<file path="src/rtl/regfile_pkg.sv">
// Shared types and constants for the register-file port controller,
// the register file itself and its bench model.
package regfile_pkg;

  typedef enum logic [1:0] {
    IDLE,
    RD_A,
    RD_B,
    RESP
  } state_e;

  localparam int CONST_BASE_DEF = 29;

  // Contents of the hard-wired registers at CONST_BASE, CONST_BASE+1, CONST_BASE+2
  localparam logic [15:0] CONST_ZERO = 16'h0000;
  localparam logic [15:0] CONST_ONE  = 16'h0001;
  localparam logic [15:0] CONST_ONES = 16'hFFFF;

endpackage

</file>
<file path="src/rtl/regfile_port_ctrl.sv">
// Initiator of the single-port register file: serialises operand fetches and write-backs.
// Optional write-back forwarding into held operands: define REGFILE_PORT_CTRL_FWD_EN.
module regfile_port_ctrl
  import regfile_pkg::*;
#(
  parameter int N          = 16,
  parameter int M          = 5,
  parameter int CONST_BASE = CONST_BASE_DEF
) (
  input  logic         clk,
  input  logic         rst_n,
  input  logic         req_valid,
  output logic         req_ready,
  input  logic [M-1:0] req_ra,
  input  logic [M-1:0] req_rb,
  input  logic         req_use_b,
  output logic         rsp_valid,
  input  logic         rsp_ready,
  output logic [N-1:0] rsp_a,
  output logic [N-1:0] rsp_b,
  input  logic         wb_valid,
  output logic         wb_ready,
  input  logic [M-1:0] wb_addr,
  input  logic [N-1:0] wb_data,
  output logic [M-1:0] rf_addr,
  output logic         rf_en,
  output logic [N-1:0] rf_wr_data,
  input  logic [N-1:0] rf_rd_data
);

  localparam logic [M-1:0] ConstAddr = M'(CONST_BASE);

  state_e       state_q, state_d;
  logic [M-1:0] ra_q, ra_d;
  logic [M-1:0] rb_q, rb_d;
  logic         use_b_q, use_b_d;
  logic [N-1:0] rsp_a_q, rsp_a_d;
  logic [N-1:0] rsp_b_q, rsp_b_d;
  logic         run_q;
  logic         wb_fire;

  // The port is only free for a write-back while no operand read is in flight
  assign wb_ready   = run_q && ((state_q == IDLE) || (state_q == RESP));
  assign req_ready  = run_q && (state_q == IDLE) && !wb_valid;
  assign wb_fire    = wb_valid && wb_ready;
  assign rf_en      = wb_fire && (wb_addr < ConstAddr);
  assign rf_wr_data = wb_data;
  assign rsp_valid  = (state_q == RESP);
  assign rsp_a      = rsp_a_q;
  assign rsp_b      = rsp_b_q;

  always_ff @(posedge clk or negedge rst_n) begin
    if (!rst_n) begin
      state_q <= IDLE;
      ra_q    <= '0;
      rb_q    <= '0;
      use_b_q <= 1'b0;
      rsp_a_q <= '0;
      rsp_b_q <= '0;
      run_q   <= 1'b0;
    end else begin
      state_q <= state_d;
      ra_q    <= ra_d;
      rb_q    <= rb_d;
      use_b_q <= use_b_d;
      rsp_a_q <= rsp_a_d;
      rsp_b_q <= rsp_b_d;
      run_q   <= 1'b1;
    end
  end

  always_comb begin
    state_d = state_q;
    ra_d    = ra_q;
    rb_d    = rb_q;
    use_b_d = use_b_q;
    rsp_a_d = rsp_a_q;
    rsp_b_d = rsp_b_q;
    rf_addr = wb_fire ? wb_addr : ra_q;

    unique case (state_q)
      IDLE: begin
        if (req_valid && req_ready) begin
          ra_d    = req_ra;
          rb_d    = req_rb;
          use_b_d = req_use_b;
          state_d = RD_A;
        end
      end
      RD_A: begin
        rf_addr = ra_q;
        rsp_a_d = rf_rd_data;
        if (use_b_q) begin
          state_d = RD_B;
        end else begin
          rsp_b_d = '0;
          state_d = RESP;
        end
      end
      RD_B: begin
        rf_addr = rb_q;
        rsp_b_d = rf_rd_data;
        state_d = RESP;
      end
      RESP: begin
`ifdef REGFILE_PORT_CTRL_FWD_EN
        // rf_en already excludes constant addresses, so it gates forwarding too
        if (rf_en) begin
          if (wb_addr == ra_q) rsp_a_d = wb_data;
          if (use_b_q && (wb_addr == rb_q)) rsp_b_d = wb_data;
        end
`endif
        if (rsp_ready) state_d = IDLE;
      end
      default: state_d = IDLE;
    endcase
  end

endmodule

</file>
<file path="config.mk">
export PLATFORM = sky130hd
export DESIGN_NAME = regfile_port_ctrl
export DESIGN_NICKNAME = d
export VERILOG_FILES = /design/src/rtl/regfile_pkg.sv /design/src/rtl/regfile_port_ctrl.sv
export SDC_FILE = /design/constraint.sdc
export NUM_CORES = 1
export LEC_CHECK = 0
export CAP_MARGIN = 10
export CORE_MARGIN = 2
export CORE_UTILIZATION = 35
export DETAILED_ROUTE_END_ITERATION = 16
export HOLD_SLACK_MARGIN = 0.05
export PLACE_DENSITY = 0.77
export SLEW_MARGIN = 10
export SYNTH_ARGS = -nofsm -noshare
export SYNTH_HDL_FRONTEND = slang
export SYNTH_SLANG_ARGS = --single-unit
</file>
<file path="constraint.sdc">
create_clock -name clk -period 2.35 [get_ports clk]
set_input_delay 0.235 -clock clk [delete_from_list [all_inputs] [get_ports clk]]
set_output_delay 0.235 -clock clk [all_outputs]
set_load 0.01 [all_outputs]
</file>
## Word level (Yosys, flattened, before mapping)

Index checks and enable logic that the tools add are counted.

| operators by class | value |
|---|---|
| $lt $le $gt $ge | 1 |
| eq/ne operators | 6 |
| multiplexer cells | 8 |
| reduce and logical (&&, ||, !) cells | 13 |

Operator list:

| kind | count |
|---|---|
| $pmux 16 s2 | 1 |
| $mux 16 | 1 |
| $pmux 5 s2 | 1 |
| $pmux 2 s4 | 1 |
| $logic_and 1x1->1 | 6 |
| $reduce_and 2->1 | 3 |
| $lt 5x5->1 const B | 1 |
| $mux 5 | 1 |
| $eq 2x2->1 const B | 2 |
| $mux 2 | 2 |
| $ne 2x1->1 const B | 2 |
| $eq 2x1->1 const B | 1 |
| $logic_not 2->1 | 1 |
| $ne 2x2->1 const B | 1 |
| $reduce_bool 2->1 | 1 |
| $logic_not 1->1 | 1 |
| $logic_or 1x1->1 | 1 |
| $mux 1 | 1 |

| word-level totals | value |
|---|---|
| bits in registers | 46 |
| word-level logic and storage cells | 35 |

## Longest topological paths before layout

| depth | value |
|---|---|
| depth after elaboration | 6 |
| gate-level depth with buffers | 7 |

## Least setup slack after synthesis

No wires, ideal clock.

| timing | value |
|---|---|
| path kind | reg2out |
| from | register state_q[0] |
| to | output rf_addr[0] |
| data arrival time | 1.538 ns |
| required time | 2.115 ns |
| path slack | 0.577 ns |
| stages on the path, launching flop included | 7 |
| cell sequence | dfrtp_1 > inv_1 > ha_1 > and3b_1 > buf_6 > a21oi_2 > a221o_1 |

| between the ends | value |
|---|---|
| longest elaborated chain between the ends | 6 |
| elaborated cells between the ends (all ways) | 9 |
| those cells by class | eq/ne (3); mux (2); reduce/logical (4) |

Ends and longest elaborated chain:

| what | line | source |
|---|---|---|
| start: declaration | regfile_port_ctrl.sv:33 | `state_e state_q, state_d;` |
| start signal: assignment | regfile_port_ctrl.sv:62 | `state_q <= state_d;` |
| $eq 2x2->1 or $logic_not 2->1 (tied branches) | regfile_port_ctrl.sv:43 | `assign wb_ready = run_q && ((state_q == IDLE) \|\| (state_q == RESP));` |
| $logic_or 1x1->1 | regfile_port_ctrl.sv:43 |  |
| $logic_and 1x1->1 | regfile_port_ctrl.sv:43 |  |
| $logic_and 1x1->1 | regfile_port_ctrl.sv:45 | `assign wb_fire = wb_valid && wb_ready;` |
| $mux 5 | regfile_port_ctrl.sv:79 | `rf_addr = wb_fire ? wb_addr : ra_q;` |
| $pmux 5 s2 * | regfile_port_ctrl.sv:81 | `unique case (state_q)` |
| end: declaration | regfile_port_ctrl.sv:25 | `output logic [M-1:0] rf_addr,` |

Mark *: on every way between the ends. The rest lies on a longest branch, timed or not.

## Worst setup path in the final report

| timing | value |
|---|---|
| from | register state_q[1] |
| to | output rf_addr[0] |

The elaborated chain is that of the path after synthesis.

==> flow_metrics.py <==
metrics = {
    "sta": {
        "fin_crit_sh": 0.962,
        "hold-worst-slack_ns": 0.339,
        "fin_setup_tns_ns": 0,
        "finalHoldViolCount": 0,
        "slew_headroom": 0.623,
        "period_needed_ns": 2.26,
        "max_slew.worst_pin.slew_ns": 0.565,
        "rsz0062_at_grt": "no",
        "fmax_mhz": 442,
        "setup_viol": 0,
        "fin_worst_skew_ns": 0.00681,
        "slew_violations": 0,
    },
    "setup_path": {
        "start_kind": "register",
        "crit_type": "register to primary output",
        "path_max_fanout": 6,
        "cp_data_arrival_time_ns": 2.03,
        "critPathCaptureType": "primary output",
        "worstPathRequired_ns": 2.12,
    },
    "clock_tree": {
        "numCtsBuffers": 5,
        "cts.clk_slew.worst_paths_ns": 0.08,
        "cts_tree": "yes",
        "insertion_delay_ns": 0.29,
        "cts_sinks": 46,
        "clockRootBuffer": "clkbuf_8",
        "clock_path_buffers": 2,
        "h-tree-depth": 2,
    },
    "floorplanning": {
        "start_util": 0.363,
        "core_um2": 5920,
        "die_area_um2": 6780,
        "rows": 28,
        "pin_count": 110,
        "die_h_um": 82.4,
        "die_x_um": 82.4,
    },
    "placed_design": {
        "placed_area_um2": 2890,
        "gp_congestion": 0.726,
        "hpwl_mm": 3.60,
        "dpl.cell_count": 318,
        "io_buffers": 77,
    },
    "synthesis": {
        "ys_ff_latch": 46,
        "synthesis.area_um2": 2150,
        "seq_area_frac_synth": 0.536,
        "synth_edf_count": 0,
        "synth_flop_cell": "dfrtp_1",
        "synth_cells": 182,
        "synth_simple_gate_area_frac": 0.0896,
        "synth_compound_area_frac": 0.0821,
        "yosys_warnings": 0,
        "synth_top_family_by_area": "multiplexers",
        "synth.distinct_cells": 29,
        "synth_mux_area_frac": 0.147,
        "synth_nets": 240,
        "synth_top_area_cell": "dfrtp_1",
        "async_flop_share": 1.00,
        "synthAdderAreaFrac": 0.0291,
        "synth.avg_cell_area_um2": 11.8,
        "synth_xor_area_frac": 0,
        "synthTopCellsByArea": "dfrtp_1 (54%), mux2_2 (15%), buf_4 (5.6%)",
        "yosys.area.top_type_share": 0.536,
    },
    "finish": {
        "final_area_um2": 3040,
        "diodes": 0,
        "synthToLayoutAreaGrowth_pct": 41.2,
        "fin_cells": 330,
        "nets": 312,
        "drive_above_1_share": 0.224,
    },
    "global_routing": {
        "grt.total_usage": 0.145,
        "grt_remaining_overflow": 0,
        "antenna_found_initial": 0,
        "grt_max_degree": 19,
        "grt_pass1_vias": 1569,
        "grt_pass1_wl_mm": 7.35,
    },
    "detailed_routing": {
        "via_per_inst": 4.81,
        "routedWlPerCell_um": 14.7,
        "route.detailed.drc": 0,
        "drt-pass1-iter-count": 4,
        "routed_wl_mm": 4.86,
        "drtIter0Drc": 37,
        "dr_total_vias": 1586,
        "drtAntennaViolNets": 0,
    },
    "job": {
        "drv_cap": 0,
    },
    "hold_path": {
        "hp-class": "input port to asynchronous set/reset pin",
    },
    "pwr": {
        "power_density_nw_per_um2": 1310,
        "power_leakage_nw": 1.35,
        "vdd_drop_max_mv": 0.588,
    },
    "outcome": {
        "status": "finished clean",
    },
}
## placed cells by master, fill, tap and decap left out
cell type         n
a211o_1           1
a21o_1            1
a21oi_1           1
a21oi_4           1
a221o_1           5
a22oi_1           1
and2_2            1
and2b_2           1
and3_2            5
and3b_1           1
and3b_2           1
buf_2             1
buf_4            11
clkbuf_1          1
clkbuf_8          6
clkdlybuf4s15_1   1
clkdlybuf4s50_1  70
clkinv_2          1
conb_1            1
dfrtp_1          46
dlygate4sd2_1     4
dlygate4sd3_1     1
dlymetal6s2s_1    1
ha_1              4
ha_4              1
inv_1            19
mux2_2           28
nand2_1           1
nand3_1          16
nand3b_1          1
nand4b_1          1
nor2_1            1
nor2b_1           2
nor3_1            1
o2111ai_1         1
o21ai_0           6
o21ai_1          10
## sequential cells by signal, summed over array words and instances (netlist names)
register / count
state_q: 2
run_q: 1
ra_q: 5
rsp_a: 16
rb_q: 5
rsp_b: 16
use_b_q: 1
## routing by layer
layer / global-route usage / vias up / routed length, µm / part of all wire
li1: - / 746 / - / -
met4: 0.0483 / 0 / 72 / 0.015
met5: 0 / - / 0 / 0
met3: 0.0554 / 14 / 534 / 0.11
met1: 0.162 / 757 / 1960 / 0.40
met2: 0.253 / 69 / 2300 / 0.47
## per-stage QoR
step | power [mW] | utilization | worst slack (ns)
finish | 3.97 | 0.513 | 0.0886
detailed placement | 3.51 | 0.489 | 0.0598
global route | 4.27 | 0.513 | 0.0193
CTS | 4.01 | 0.510 | 0.0369
global placement | 3.44 | 0.489 | 0.161
floorplan | 2.50 | - | 0.577
## logic make-up (layout without fill, tap and decap cells)
| kind of cell | Yosys count | after routing |
|---|---|---|
| flip-flops | 46 | 46 |
| AND/OR/NAND/NOR | 32 | 32 |
| other | 1 | 1 |
| multiplexers | 28 | 28 |
| adder cells (fa/ha/maj) | 5 | 5 |
| buffers and inverters | 43 | 116 |
| AO/OA/AOI/OAI | 27 | 27 |
## critical path, cell delays in order, from the launching register on
cell and delay (ns):
dfrtp_1 0.36, inv_1 0.10, ha_4 0.27, and3b_2 0.25, buf_4 0.15, a221o_1 0.33, dlygate4sd2_1 0.28
## area by class of cell
cell class                 count  area, µm²
clock buffer                   7       86.3
clock inverter                 1       5.00
fill                         561       2890
inverter                      19       71.3
multi-input combinational     93        772
sequential                    46       1150
tap                           75       93.8
timing repair buffer          89        856
## cell usage after synthesis (all sizes together), types with 2 or more instances
library cell and n:
dfrtp 46, mux2 28, buf 22, inv 19, nand3 16, o21ai 16, a221o 5, and3 5
ha 5, a21oi 2, and3b 2, clkbuf 2, nor2b 2
## final timing paths
kind | to | depth (start not counted) | start | slack [ns]
max reg2reg | rsp_b[5] | 6 | state_q[1] | 0.43
min reg2reg | rb_q[0] | 1 | rb_q[0] | 0.51
min | rsp_b[4] | 2 | rst_n | 0.34
max | rf_addr[0] | 6 | state_q[1] | 0.09
max in group asynchronous | rb_q[3] | 3 | rst_n | 1.49
min in group clk | rf_wr_data[12] | 0 | wb_data[12] | 0.47
## report_power, final
part	switching, mW	internal [mW]
combinational	0.940	1.20
clock	0.247	0.237
sequential	0.184	1.16
total	1.37	2.60
## what timing repair did
action                                  in CTS  in global routing
endpoints found under the hold margin       10                  0
resized for setup                            7                  3
endpoints found under the setup margin       6                  3
buffers inserted                             3                  0
hold buffers                                 1                  0
Note: power is estimated with default switching activity, not from simulation.
